--- src/rtl/vga_timing_if.sv ---
// Raster timing bundle: scan coordinates, strobes and delayed sync/blank.
// frame_cnt is present only when VGA_FRAME_CNT_EN is defined.
interface vga_timing_if;
  logic        pix_en;
  logic [15:0] pixel_x;
  logic [15:0] pixel_y;
  logic        active;
  logic        line_start;
  logic        frame_start;
  logic        hsync;
  logic        vsync;
  logic        blank;
`ifdef VGA_FRAME_CNT_EN
  logic [15:0] frame_cnt;
`endif

  modport master (
    output pix_en, pixel_x, pixel_y, active, line_start, frame_start,
           hsync, vsync, blank
`ifdef VGA_FRAME_CNT_EN
  , output frame_cnt
`endif
  );

  modport slave (
    input  pix_en, pixel_x, pixel_y, active, line_start, frame_start,
           hsync, vsync, blank
`ifdef VGA_FRAME_CNT_EN
  , input  frame_cnt
`endif
  );
endinterface

--- src/rtl/vga_timing_gen.sv ---
// Raster timing source: pixel divider, x/y scan counters, sync/blank decode with a
// short delay line. Define VGA_FRAME_CNT_EN to add the completed-frame counter.
module vga_timing_gen #(
  parameter int unsigned H_ACTIVE = 640,
  parameter int unsigned H_FP     = 16,
  parameter int unsigned H_SYNC   = 96,
  parameter int unsigned H_BP     = 48,
  parameter int unsigned V_ACTIVE = 480,
  parameter int unsigned V_FP     = 10,
  parameter int unsigned V_SYNC   = 2,
  parameter int unsigned V_BP     = 33,
  parameter int unsigned PIX_DIV  = 1,
  parameter int unsigned PIPE_DLY = 1,
  parameter bit          HS_POL   = 1'b0,
  parameter bit          VS_POL   = 1'b0
) (
  input  logic          clk,
  input  logic          rst,
  vga_timing_if.master  vga
);

  localparam int unsigned CNT_W    = 16;
  localparam int unsigned H_TOTAL  = H_ACTIVE + H_FP + H_SYNC + H_BP;
  localparam int unsigned V_TOTAL  = V_ACTIVE + V_FP + V_SYNC + V_BP;
  localparam int unsigned HS_START = H_ACTIVE + H_FP;
  localparam int unsigned HS_END   = H_ACTIVE + H_FP + H_SYNC;
  localparam int unsigned VS_START = V_ACTIVE + V_FP;
  localparam int unsigned VS_END   = V_ACTIVE + V_FP + V_SYNC;
  localparam int unsigned DIV_W    = (PIX_DIV > 1) ? $clog2(PIX_DIV) : 1;

  logic [DIV_W-1:0] div_cnt_q, div_cnt_d;
  logic [CNT_W-1:0] pixel_x_q, pixel_x_d;
  logic [CNT_W-1:0] pixel_y_q, pixel_y_d;
  logic             div_last_c;
  logic             pix_en_c;
  logic             x_last_c;
  logic             y_last_c;
  logic             active_c;
  logic             in_hs_c;
  logic             in_vs_c;
  logic             hs_raw_c;
  logic             vs_raw_c;
  logic             blank_raw_c;

  // Pixel-rate divider; the strobe is suppressed while reset is held.
  always_comb begin
    div_last_c = (div_cnt_q == DIV_W'(PIX_DIV - 1));
    div_cnt_d  = div_cnt_q + DIV_W'(1);
    if (div_last_c) begin
      div_cnt_d = '0;
    end
    pix_en_c = div_last_c && !rst;
  end

  // Scan counters advance only on the pixel strobe.
  always_comb begin
    x_last_c  = (pixel_x_q == CNT_W'(H_TOTAL - 1));
    y_last_c  = (pixel_y_q == CNT_W'(V_TOTAL - 1));
    pixel_x_d = pixel_x_q;
    pixel_y_d = pixel_y_q;
    if (pix_en_c) begin
      if (x_last_c) begin
        pixel_x_d = '0;
        pixel_y_d = y_last_c ? '0 : pixel_y_q + CNT_W'(1);
      end else begin
        pixel_x_d = pixel_x_q + CNT_W'(1);
      end
    end
  end

  always_ff @(posedge clk or posedge rst) begin
    if (rst) begin
      div_cnt_q <= '0;
      pixel_x_q <= '0;
      pixel_y_q <= '0;
    end else begin
      div_cnt_q <= div_cnt_d;
      pixel_x_q <= pixel_x_d;
      pixel_y_q <= pixel_y_d;
    end
  end

  // Raw decode; forced inactive during reset so the undelayed build also idles cleanly.
  always_comb begin
    active_c    = (pixel_x_q < CNT_W'(H_ACTIVE)) && (pixel_y_q < CNT_W'(V_ACTIVE));
    in_hs_c     = (pixel_x_q >= CNT_W'(HS_START)) && (pixel_x_q < CNT_W'(HS_END));
    in_vs_c     = (pixel_y_q >= CNT_W'(VS_START)) && (pixel_y_q < CNT_W'(VS_END));
    hs_raw_c    = in_hs_c ? HS_POL : ~HS_POL;
    vs_raw_c    = in_vs_c ? VS_POL : ~VS_POL;
    blank_raw_c = ~active_c;
    if (rst) begin
      hs_raw_c    = ~HS_POL;
      vs_raw_c    = ~VS_POL;
      blank_raw_c = 1'b1;
    end
  end

  // Delay line aligns sync/blank with colour coming out of the sprite ROMs.
  generate
    if (PIPE_DLY == 0) begin : g_nodly
      assign vga.hsync = hs_raw_c;
      assign vga.vsync = vs_raw_c;
      assign vga.blank = blank_raw_c;
    end else begin : g_dly
      logic [PIPE_DLY-1:0] hs_pipe_q;
      logic [PIPE_DLY-1:0] vs_pipe_q;
      logic [PIPE_DLY-1:0] blank_pipe_q;

      always_ff @(posedge clk or posedge rst) begin
        if (rst) begin
          hs_pipe_q    <= {PIPE_DLY{~HS_POL}};
          vs_pipe_q    <= {PIPE_DLY{~VS_POL}};
          blank_pipe_q <= {PIPE_DLY{1'b1}};
        end else begin
          hs_pipe_q[0]    <= hs_raw_c;
          vs_pipe_q[0]    <= vs_raw_c;
          blank_pipe_q[0] <= blank_raw_c;
          for (int unsigned i = 1; i < PIPE_DLY; i++) begin
            hs_pipe_q[i]    <= hs_pipe_q[i-1];
            vs_pipe_q[i]    <= vs_pipe_q[i-1];
            blank_pipe_q[i] <= blank_pipe_q[i-1];
          end
        end
      end

      assign vga.hsync = hs_pipe_q[PIPE_DLY-1];
      assign vga.vsync = vs_pipe_q[PIPE_DLY-1];
      assign vga.blank = blank_pipe_q[PIPE_DLY-1];
    end
  endgenerate

`ifdef VGA_FRAME_CNT_EN
  logic [CNT_W-1:0] frame_cnt_q;

  // Counts frames that reached their last pixel; a reset-aborted frame never counts.
  always_ff @(posedge clk or posedge rst) begin
    if (rst) begin
      frame_cnt_q <= '0;
    end else if (pix_en_c && x_last_c && y_last_c) begin
      frame_cnt_q <= frame_cnt_q + CNT_W'(1);
    end
  end

  assign vga.frame_cnt = frame_cnt_q;
`endif

  assign vga.pix_en      = pix_en_c;
  assign vga.pixel_x     = pixel_x_q;
  assign vga.pixel_y     = pixel_y_q;
  assign vga.active      = active_c;
  assign vga.line_start  = pix_en_c && (pixel_x_q == '0);
  assign vga.frame_start = pix_en_c && (pixel_x_q == '0) && (pixel_y_q == '0);

endmodule

--- src/flat_wrapper.sv ---
// flat-port wrapper written by rule: the top's interface ports become plain ports
module vga_timing_gen_flat 
#(
  parameter int unsigned H_ACTIVE = 640,
  parameter int unsigned H_FP     = 16,
  parameter int unsigned H_SYNC   = 96,
  parameter int unsigned H_BP     = 48,
  parameter int unsigned V_ACTIVE = 480,
  parameter int unsigned V_FP     = 10,
  parameter int unsigned V_SYNC   = 2,
  parameter int unsigned V_BP     = 33,
  parameter int unsigned PIX_DIV  = 1,
  parameter int unsigned PIPE_DLY = 1,
  parameter bit          HS_POL   = 1'b0,
  parameter bit          VS_POL   = 1'b0
)
  (clk, rst, vga_pix_en, vga_pixel_x, vga_pixel_y, vga_active, vga_line_start, vga_frame_start, vga_hsync, vga_vsync, vga_blank);
  vga_timing_if vga_i ();
  input  logic clk;
  input  logic rst;
  output wire logic [$bits(vga_i.pix_en)-1:0] vga_pix_en;
  output wire logic [$bits(vga_i.pixel_x)-1:0] vga_pixel_x;
  output wire logic [$bits(vga_i.pixel_y)-1:0] vga_pixel_y;
  output wire logic [$bits(vga_i.active)-1:0] vga_active;
  output wire logic [$bits(vga_i.line_start)-1:0] vga_line_start;
  output wire logic [$bits(vga_i.frame_start)-1:0] vga_frame_start;
  output wire logic [$bits(vga_i.hsync)-1:0] vga_hsync;
  output wire logic [$bits(vga_i.vsync)-1:0] vga_vsync;
  output wire logic [$bits(vga_i.blank)-1:0] vga_blank;
  assign vga_pix_en = vga_i.pix_en;
  assign vga_pixel_x = vga_i.pixel_x;
  assign vga_pixel_y = vga_i.pixel_y;
  assign vga_active = vga_i.active;
  assign vga_line_start = vga_i.line_start;
  assign vga_frame_start = vga_i.frame_start;
  assign vga_hsync = vga_i.hsync;
  assign vga_vsync = vga_i.vsync;
  assign vga_blank = vga_i.blank;
  vga_timing_gen #(.H_ACTIVE(H_ACTIVE), .H_FP(H_FP), .H_SYNC(H_SYNC), .H_BP(H_BP), .V_ACTIVE(V_ACTIVE), .V_FP(V_FP), .V_SYNC(V_SYNC), .V_BP(V_BP), .PIX_DIV(PIX_DIV), .PIPE_DLY(PIPE_DLY), .HS_POL(HS_POL), .VS_POL(VS_POL)) u_core (.clk(clk), .rst(rst), .vga(vga_i));
endmodule
--- config.mk ---
export PLATFORM = sky130hd
export DESIGN_NAME = vga_timing_gen_flat
export DESIGN_NICKNAME = d
export VERILOG_FILES = /design/src/rtl/vga_timing_if.sv /design/src/rtl/vga_timing_gen.sv /design/src/flat_wrapper.sv
export SDC_FILE = /design/constraint.sdc
export NUM_CORES = 1
export LEC_CHECK = 0
export CAP_MARGIN = 20
export CORE_UTILIZATION = 45
export CTS_CLUSTER_SIZE = 16
export DETAILED_ROUTE_END_ITERATION = 6
export PLACE_DENSITY = 0.68
export SYNTH_ARGS = -nofsm -noshare
export SYNTH_HDL_FRONTEND = slang
export SYNTH_SLANG_ARGS = --single-unit
--- constraint.sdc ---
create_clock -name clk -period 2.17 [get_ports clk]
set_clock_uncertainty 0.1 [all_clocks]
set_input_delay 0.3255 -clock clk [delete_from_list [all_inputs] [get_ports clk]]
set_output_delay 0.3255 -clock clk [all_outputs]
set_load 0.05 [all_outputs]
Word-level counts from Yosys, hierarchy flattened
Index checks and enable logic that the tools add are counted.

$add $sub $neg: 3. Magnitude comparators: 6. Eq/ne operators: 2. Muxes and demuxes: 8. Bitwise gates (word level): 2. Reductions and logical operators: 10.

Operator list (count): 16-bit by 1-bit adder with 16-bit output, second input constant (2); 16-bit by 10-bit equality test with 1-bit output, second input constant (2); 16-bit logical NOT (2); 16-bit by 10-bit < comparator with 1-bit output, second input constant (2); 16-bit by 9-bit < comparator with 1-bit output, second input constant (2); 16-bit two-way mux (2); 16-bit by 10-bit greater-or-equal comparator with 1-bit output, second input constant (1); 16-bit by 9-bit greater-or-equal comparator with 1-bit output, second input constant (1); 1-bit logical AND (6); 1-bit two-way mux (6); 1-bit inverter (2); 2-bit AND reduction (1); 1-bit adder, second input constant (1); 1-bit logical NOT (1).

Register bits: 36. Input bits: 2. Output and inout port bits: 39.

Longest topological paths before layout
Gate-level depths: netlist of the first run.

Depth in word-level cells: 4. Mapped depth: 7. Gate-level depth less buffers: 6.

Least setup slack after synthesis of the first run
No wires, ideal clock.

Path kind: register to output. Start: register u_core.pixel_x_q[11], in the netlist u_core.vga.pixel_x[11]. End: output port vga_frame_start. Arrival time: 2.668 ns. Required time: 1.745 ns. Path slack: -0.923 ns. Stages on the path, launching flop included: 6. Cell sequence: dfrtp_1 > nor2_1 > nand4_4 > clkbuf_1 > nor2_1 > and3_1.

Longest elaborated chain between the ends: 3.

RTL lines: start, declared (RTL line vga_timing_gen.sv:32) `logic [CNT_W-1:0] pixel_x_q, pixel_x_d;`; start signal, assigned (RTL line vga_timing_gen.sv:78) `pixel_x_q <= pixel_x_d;`; 16-bit logical NOT; 1-bit logical AND; net vga_line_start (RTL line flat_wrapper.sv:25) `output wire logic [$bits(vga_i.line_start)-1:0] vga_line_start;`; 1-bit logical AND (RTL line vga_timing_gen.sv:152) `assign vga.frame_start = pix_en_c && (pixel_x_q == '0) && (pixel_y_q == '0);`; end, declared (RTL line flat_wrapper.sv:26) `output wire logic [$bits(vga_i.frame_start)-1:0] vga_frame_start;`.

The timed path passes the listed nets, and every way through them passes these cells.

Final worst setup path of the first run
Start: register u_core.pixel_y_q[11], in the netlist u_core.vga.pixel_y[11]. End: output port vga_frame_start.

Longest elaborated chain between the ends: 2.

RTL lines: start, declared (RTL line vga_timing_gen.sv:33) `logic [CNT_W-1:0] pixel_y_q, pixel_y_d;`; start signal, assigned (RTL line vga_timing_gen.sv:79) `pixel_y_q <= pixel_y_d;`; 16-bit logical NOT (RTL line vga_timing_gen.sv:152); 1-bit logical AND (RTL line vga_timing_gen.sv:152).

Every way passes these cells.

==> flow_metrics.py, run 1 <==
metrics = {
    "status": {
        "status": "finished clean",
    },
    "place": {
        "gp_congestion": 0.870,
        "postPlaceCellArea_sq_mm": 0.00269,
        "hpwlAfterDp_um": 3530,
        "placed_cells": 305,
        "portBuffers": 40,
        "place_ws_ps": -3.46,
    },
    "global_route": {
        "use_met2_pct": 31.5,
        "grt_pass1_wl_um": 8190,
        "grtUsageTotal_pct": 21.2,
        "grt_max_degree": 16,
        "grt_overflow": 0,
        "top_usage_layer": "met2",
        "use_met1_pct": 31.3,
        "grt_pass1_vias": 1720,
        "use_met3_pct": 4.80,
        "antenna_found_initial": 0,
    },
    "clock_tree": {
        "cts.sinks": 35,
        "clk_latency_ps": 280,
        "ctsHoldBuffers": 0,
        "clk_pin_slew_ps": 70,
        "numCtsBuffers": 5,
        "clk_path_buf_depth": 2,
        "clockRootBuffer": "clkbuf_8",
        "cts.htree.levels": 2,
        "cts_tree": "yes",
    },
    "final_layout": {
        "area_delta_synth_final_pct": 37.4,
        "diodes": 0,
        "final_cell_area_sq_mm": 0.00284,
        "layoutNonFillerInstCount": 318,
        "final_core_utilization_pct": 64.8,
        "drive_above_1_share_pct": 29.7,
        "n_fill_cell": 384,
        "finalNetCount": 271,
    },
    "route": {
        "routed_via_density": 5.57,
        "routed_wl_um": 4810,
        "ant_nets": 0,
        "firstDrtPassIters": 4,
        "route.detailed.drc": 0,
        "drt_iter0_drc": 122,
        "wl_per_cell_um": 15.1,
        "vias": 1772,
    },
    "worst_setup_path": {
        "reg2reg_to": "u_core.vga.pixel_y[5]",
        "worstPathArrival_ps": 1720,
        "worst_setup_path_start_kind": "register",
        "cp_max_fo": 4,
        "worstSetupEndpoint": "vga_frame_start",
        "path_class": "register to output port",
        "setup.worst_path.end_class": "output port",
        "cp.required_ps": 1740,
        "reg2reg_slack_ps": 150,
        "rr_worst_depth": 6,
        "r2r-start": "u_core.vga.pixel_y[1]",
        "setup.worst_path.start": "u_core.vga.pixel_y[11]",
    },
    "sta": {
        "timing.final.crit_period_ps": 2140,
        "min_period_over_period_pct": 98.8,
        "fmax_mhz": 467,
        "tightest_slew_ps": 502,
        "finalHoldViolCount": 0,
        "slew_viol_final": 0,
        "slew_headroom_pct": 66.4,
        "fin_ws_ps": 26.4,
        "setup_viol": 0,
    },
    "yosys": {
        "yosys-top-cells-area": "dfrtp_1, xor2_1, dfstp_2",
        "synth_warnings": 0,
        "syn_area_sq_mm": 0.00207,
        "synthCells": 205,
        "yosysUniqueCellTypes": 49,
        "synth-async-reset-ratio_pct": 100,
        "syn_avg_cell_area_sq_um": 10.1,
        "ys_seq_area_share_pct": 42.5,
        "synth-seq-cells": 35,
        "synth-edff-count": 0,
        "synthDominantCellAreaShare_pct": 38.7,
        "synth_top_area_cell": "dfrtp_1",
        "ys.flop_type": "dfrtp_1",
        "syn_nets": 211,
    },
    "power_and_ir_drop": {
        "power_density_mw_per_mm2": 762,
        "ir_worst_vdd_mv": 0.692,
        "p_leak_nw": 1.21,
    },
    "floorplanning": {
        "row_count": 24,
        "die-area_sq_mm": 0.00487,
        "dieWidth_um": 69.8,
        "start_util_pct": 47.2,
        "core_area_sq_mm": 0.00438,
        "ioPinCount": 41,
        "die_h_um": 69.8,
    },
    "hold_path": {
        "hold_class": "register to register",
    },
    "job": {
        "drv_cap": 0,
    },
}
[cell usage after synthesis, types with 2 or more instances]
cell type and number:
dfrtp_1 32, nor2_1 21, nand2_1 13, nand3_1 13
inv_1 12, xor2_1 10, nand4_1 9, xnor2_1 9
a211oi_1 7, and3_1 5, and4_1 5, buf_6 4
ha_1 4, nor3_1 4, o2bb2ai_1 4, and3_2 3
buf_2 3, dfstp_2 3, nor4_2 3, o21ai_0 3
o22ai_1 3, a22o_1 2, and4b_1 2, clkbuf_1 2
mux2i_1 2, nand2b_1 2, nor3_2 2, nor4_4 2
[timing repair]
item                                    CTS  global route
pin swaps                                 1             2
buffers inserted                          1             4
endpoints found under the setup margin    1             1
gates cloned                              0             0
resized for setup                         1             5
[worst min-delay path by stage]
stage                            from                      to  slack [ps]  cells after the start
2_1_floorplan                     rst        u_core.vga.vsync         470                      3
3_3_place_gp   u_core.vga.pixel_x[15]  u_core.vga.pixel_x[15]         380                      1
3_5_place_dp   u_core.vga.pixel_x[15]  u_core.vga.pixel_x[15]         380                      1
4_1_cts                           rst   u_core.vga.pixel_x[2]         380                      3
5_1_grt                           rst   u_core.vga.pixel_x[2]         400                      3
6_report       u_core.vga.pixel_x[15]  u_core.vga.pixel_x[15]         390                      1
[layout make-up]
type	instances	area, sq um	share of cell area, %
multi-input cells	147	1110	39.1
flip-flops and latches	35	896	31.5
repair buffers	64	633	22.3
clock buffers	7	86.3	3.04
well taps	52	65.1	2.29
inverters	12	45.0	1.58
clock inverters	1	5.00	0.176
[worst max-delay path, stage by stage (launching register included)]
cell and delay [ps]:
dfrtp_2 440, nor4_4 370, nand2_2 150, nor2_2 130, and3_4 210, buf_12 130
[through the flow]
| step | setup TNS, ps | hold WS (ps) | power (W) |
|---|---|---|---|
| after global placement | 0 | 380 | 0.00161 |
| after detailed placement | -3.46 | 383 | 0.00162 |
| after floorplan | -39.5 | 472 | 0.00139 |
| final | 0 | 387 | 0.00217 |
| after CTS | 0 | 385 | 0.00212 |
| after global routing | -74.7 | 404 | 0.00228 |
[registers in the layout, summed over array words and instances, names as in the netlist]
| signal | count |
|---|---|
| u_core.vga.hsync | 1 |
| u_core.vga.vsync | 1 |
| u_core.vga.pixel_y | 16 |
| u_core.vga.blank | 1 |
| u_core.vga.pixel_x | 16 |
[where the power goes]
| part | internal [W] | leakage [nW] | total (W) | switching (W) |
|---|---|---|---|---|
| combinational | 0.000330 | 0.754 | 0.000840 | 0.000510 |
| clock | 0.000256 | 0.0482 | 0.000480 | 0.000224 |
| sequential | 0.000725 | 0.405 | 0.000847 | 0.000122 |
| total | 0.00131 | 1.21 | 0.00217 | 0.000855 |
[kinds of logic (layout without fill, tap and decap cells)]
family / Yosys count / in the layout / share of synthesized area [%]
AOI/OAI and AO/OA: 24 / 24 / 8.65
xor gates and xnor gates: 19 / 19 / 8.05
adders and majority gates: 4 / 4 / 2.42
buffers and inverters: 23 / 84 / 6.17
DFF: 35 / 35 / 42.5
muxes: 2 / 2 / 0.968
and+or+nand+nor: 98 / 98 / 31.2
[placed cells by master, fill, tap and decap left out, types with 2 or more instances in the layout]
cell type and instances:
a211oi_1 7, a22o_1 2, and3_1 4, and3_2 3
and4_1 5, and4b_1 2, buf_12 5, buf_4 23
clkbuf_8 6, clkdlybuf4s50_1 36, dfrtp_1 19, dfrtp_2 13
dfstp_2 3, ha_1 4, inv_1 12, mux2i_1 2
nand2_1 12, nand2b_1 2, nand3_1 13, nand4_1 9
nor2_1 15, nor2_2 6, nor3_1 3, nor3_4 2
nor4_2 3, nor4_4 2, o21ai_0 3, o22ai_1 3
o2bb2ai_1 4, xnor2_1 9, xor2_1 10
[layer usage]
layer	share of wire, %	vias to the layer above
met2	46	43
met4	0.44	0
met5	0	-
met1	50	870
li1	-	857
met3	3.4	2
Power figures use the tool's default switching activity.
==> run 2, diff against run 1 <==
- GPL_TIMING_DRIVEN: default -> 0
- PLACE_DENSITY: 0.68 -> 0.71
- clock period: 2.17 -> 1.85 ns (I/O delays scaled with it)
==> run 2 against run 1 <==
  * The run now ends with setup timing left
  * Clock power up 20%
  * Clock-buffer cell count down 2
  * Final cell count up 3.5%
  * Power up 27%
  * Sequential cell count unchanged
  * Sequential share of layout area down 2.1 points
  * Global-route usage up 2.0 points
  * Non-clock buffer count up 10
  * First-iteration DRC count down 22%
  * Critical path type unchanged
  * Via count up 5.9%
==> flow_metrics.py, run 2 (synthesized netlist as in run 1, its figures left out) <==
metrics = {
    "power_and_ir_drop": {
        "power_frac_clock_pct": 20.8,
        "intPower_w": 0.00159,
        "swShare_pct": 42.2,
        "power_density_mw_per_mm2": 887,
        "p_leak_nw": 1.37,
        "switching_power_w": 0.00116,
        "power.share.sequential_pct": 34.2,
        "power.total_w": 0.00275,
        "ir_worst_vdd_mv": 0.813,
        "p_comb_share_pct": 45.0,
    },
    "floorplanning": {
        "start_util_pct": 47.2,
        "core_area_sq_mm": 0.00438,
        "die_h_um": 69.8,
        "row_count": 24,
        "ioPinCount": 41,
        "dieWidth_um": 69.8,
        "die-area_sq_mm": 0.00487,
    },
    "global_route": {
        "antenna_found_initial": 0,
        "grt_overflow": 0,
        "grt_pass1_wl_um": 8880,
        "grt_pass1_vias": 1839,
        "grt_max_degree": 20,
        "grtUsageTotal_pct": 23.3,
    },
    "route": {
        "wl_per_cell_um": 16.5,
        "vias": 1876,
        "drt_iter0_drc": 95,
        "routed_via_density": 5.70,
        "route.detailed.drc": 0,
        "ant_nets": 0,
        "firstDrtPassIters": 4,
        "routed_wl_um": 5420,
    },
    "sta": {
        "fmax_mhz": 479,
        "setup_viol": 7,
        "slew_viol_final": 0,
        "timing.final.crit_period_ps": 2090,
        "fin_ws_ps": -239,
        "hold_slack_ps": 30.9,
        "setup-tns-final_ps": -598,
        "slew_headroom_pct": 40.8,
        "rsz0062_at_grt": "true",
        "finalHoldViolCount": 0,
        "tightest_slew_ps": 884,
        "min_period_over_period_pct": 113,
    },
    "place": {
        "postPlaceCellArea_sq_mm": 0.00265,
        "portBuffers": 39,
        "hpwlAfterDp_um": 3230,
        "gp_congestion": 0.793,
    },
    "worst_setup_path": {
        "setup.worst_path.end_class": "output port",
        "worstPathArrival_ps": 1710,
        "path_class": "register to output port",
        "worst_setup_path_start_kind": "register",
        "cp.required_ps": 1470,
        "cp_max_fo": 8,
        "reg2reg_slack_ps": -90,
    },
    "clock_tree": {
        "cts.htree.levels": 2,
        "clk_latency_ps": 300,
        "clk_pin_slew_ps": 80,
        "clockRootBuffer": "clkbuf_8",
        "clk_path_buf_depth": 2,
        "cts.sinks": 35,
        "numCtsBuffers": 5,
        "cts_tree": "yes",
    },
    "final_layout": {
        "final_cell_mix": "dlygate4sd2_1, dfrtp_2, buf_4",
        "finalNetCount": 282,
        "final_cell_area_sq_mm": 0.00310,
        "diodes": 0,
        "drive_above_1_share_pct": 42.6,
        "area_delta_synth_final_pct": 50.1,
        "final_core_utilization_pct": 70.8,
        "layout_commonest_cell": "dlygate4sd2_1",
        "n_fill_cell": 324,
    },
    "hold_path": {
        "hold_class": "primary input to asynchronous set/reset pin",
    },
    "job": {
        "drv_cap": 0,
    },
    "status": {
        "status": "finished, violations left",
        "violations": "setup timing",
    },
}
==> run 2: repair_timing <==
item	CTS	global route
setup endpoints to repair	38	18
gates resized for setup	73	22
buffers inserted	19	7
pin swaps	7	8
hold endpoints to repair	15	0
cloned	1	1
hold buffers	2	0
==> run 2: power groups by stage <==
stage               logic, W  clock network (W)  registers (W)
global placement    0.000957                  0       0.000984
finish               0.00124           0.000574       0.000940
global route         0.00130           0.000609       0.000954
floorplan           0.000443                  0        0.00123
detailed placement  0.000960                  0       0.000981
CTS                  0.00115           0.000583       0.000949
==> run 2: through the flow <==
stage	setup WS, ps	instances
3_5_place_dp	-734	296
5_1_grt	-296	329
4_1_cts	-212	326
3_3_place_gp	-753	296
6_report	-239	329
2_1_floorplan	-312	205
==> run 2: final cells by class <==
cell class / count / area [sq um] / share of cell area (%)
timing repair inverter: 1 / 5.00 / 0.161
inverter: 12 / 51.3 / 1.65
sequential: 35 / 912 / 29.4
tap: 52 / 65.1 / 2.10
multi-input combinational: 147 / 1270 / 41.0
timing repair buffer: 64 / 591 / 19.0
buffer: 10 / 120 / 3.87
clock buffer: 5 / 68.8 / 2.22
clock inverter: 3 / 20.0 / 0.645
==> run 2: routing by layer <==
layer	vias up	GRT usage, %	share of wire, %
li1	883	-	-
met1	906	32.6	46
met2	74	34.2	46
met3	13	5.23	6.1
met4	0	10.4	2.4
met5	-	0	0
==> run 2: critical path, stage by stage, from the launching register on <==
cell and delay [ps]:
dfrtp_2 400, buf_4 170, nor3_4 170, nand4b_1 180, nor2_4 140, and3_4 190
buf_8 140
==> run 2: worst paths after layout <==
check                           cells past startpoint                endpoint                    from
worst min-delay path                                2   u_core.vga.pixel_x[8]                     rst
worst min register to register                      1  u_core.vga.pixel_y[15]  u_core.vga.pixel_y[15]
min in group clk                                    3        u_core.vga.blank                     rst
worst max register to register                      6  u_core.vga.pixel_y[13]   u_core.vga.pixel_y[5]
max in group asynchronous                           3  u_core.vga.pixel_y[15]                     rst
worst max-delay path                                6         vga_frame_start   u_core.vga.pixel_x[4]
==> run 3, diff against run 2 <==
- TNS_END_PERCENT: default -> 100
==> results of run 3 <==
Same layout as run 2: the final DEF is identical, and so are final timing and power.
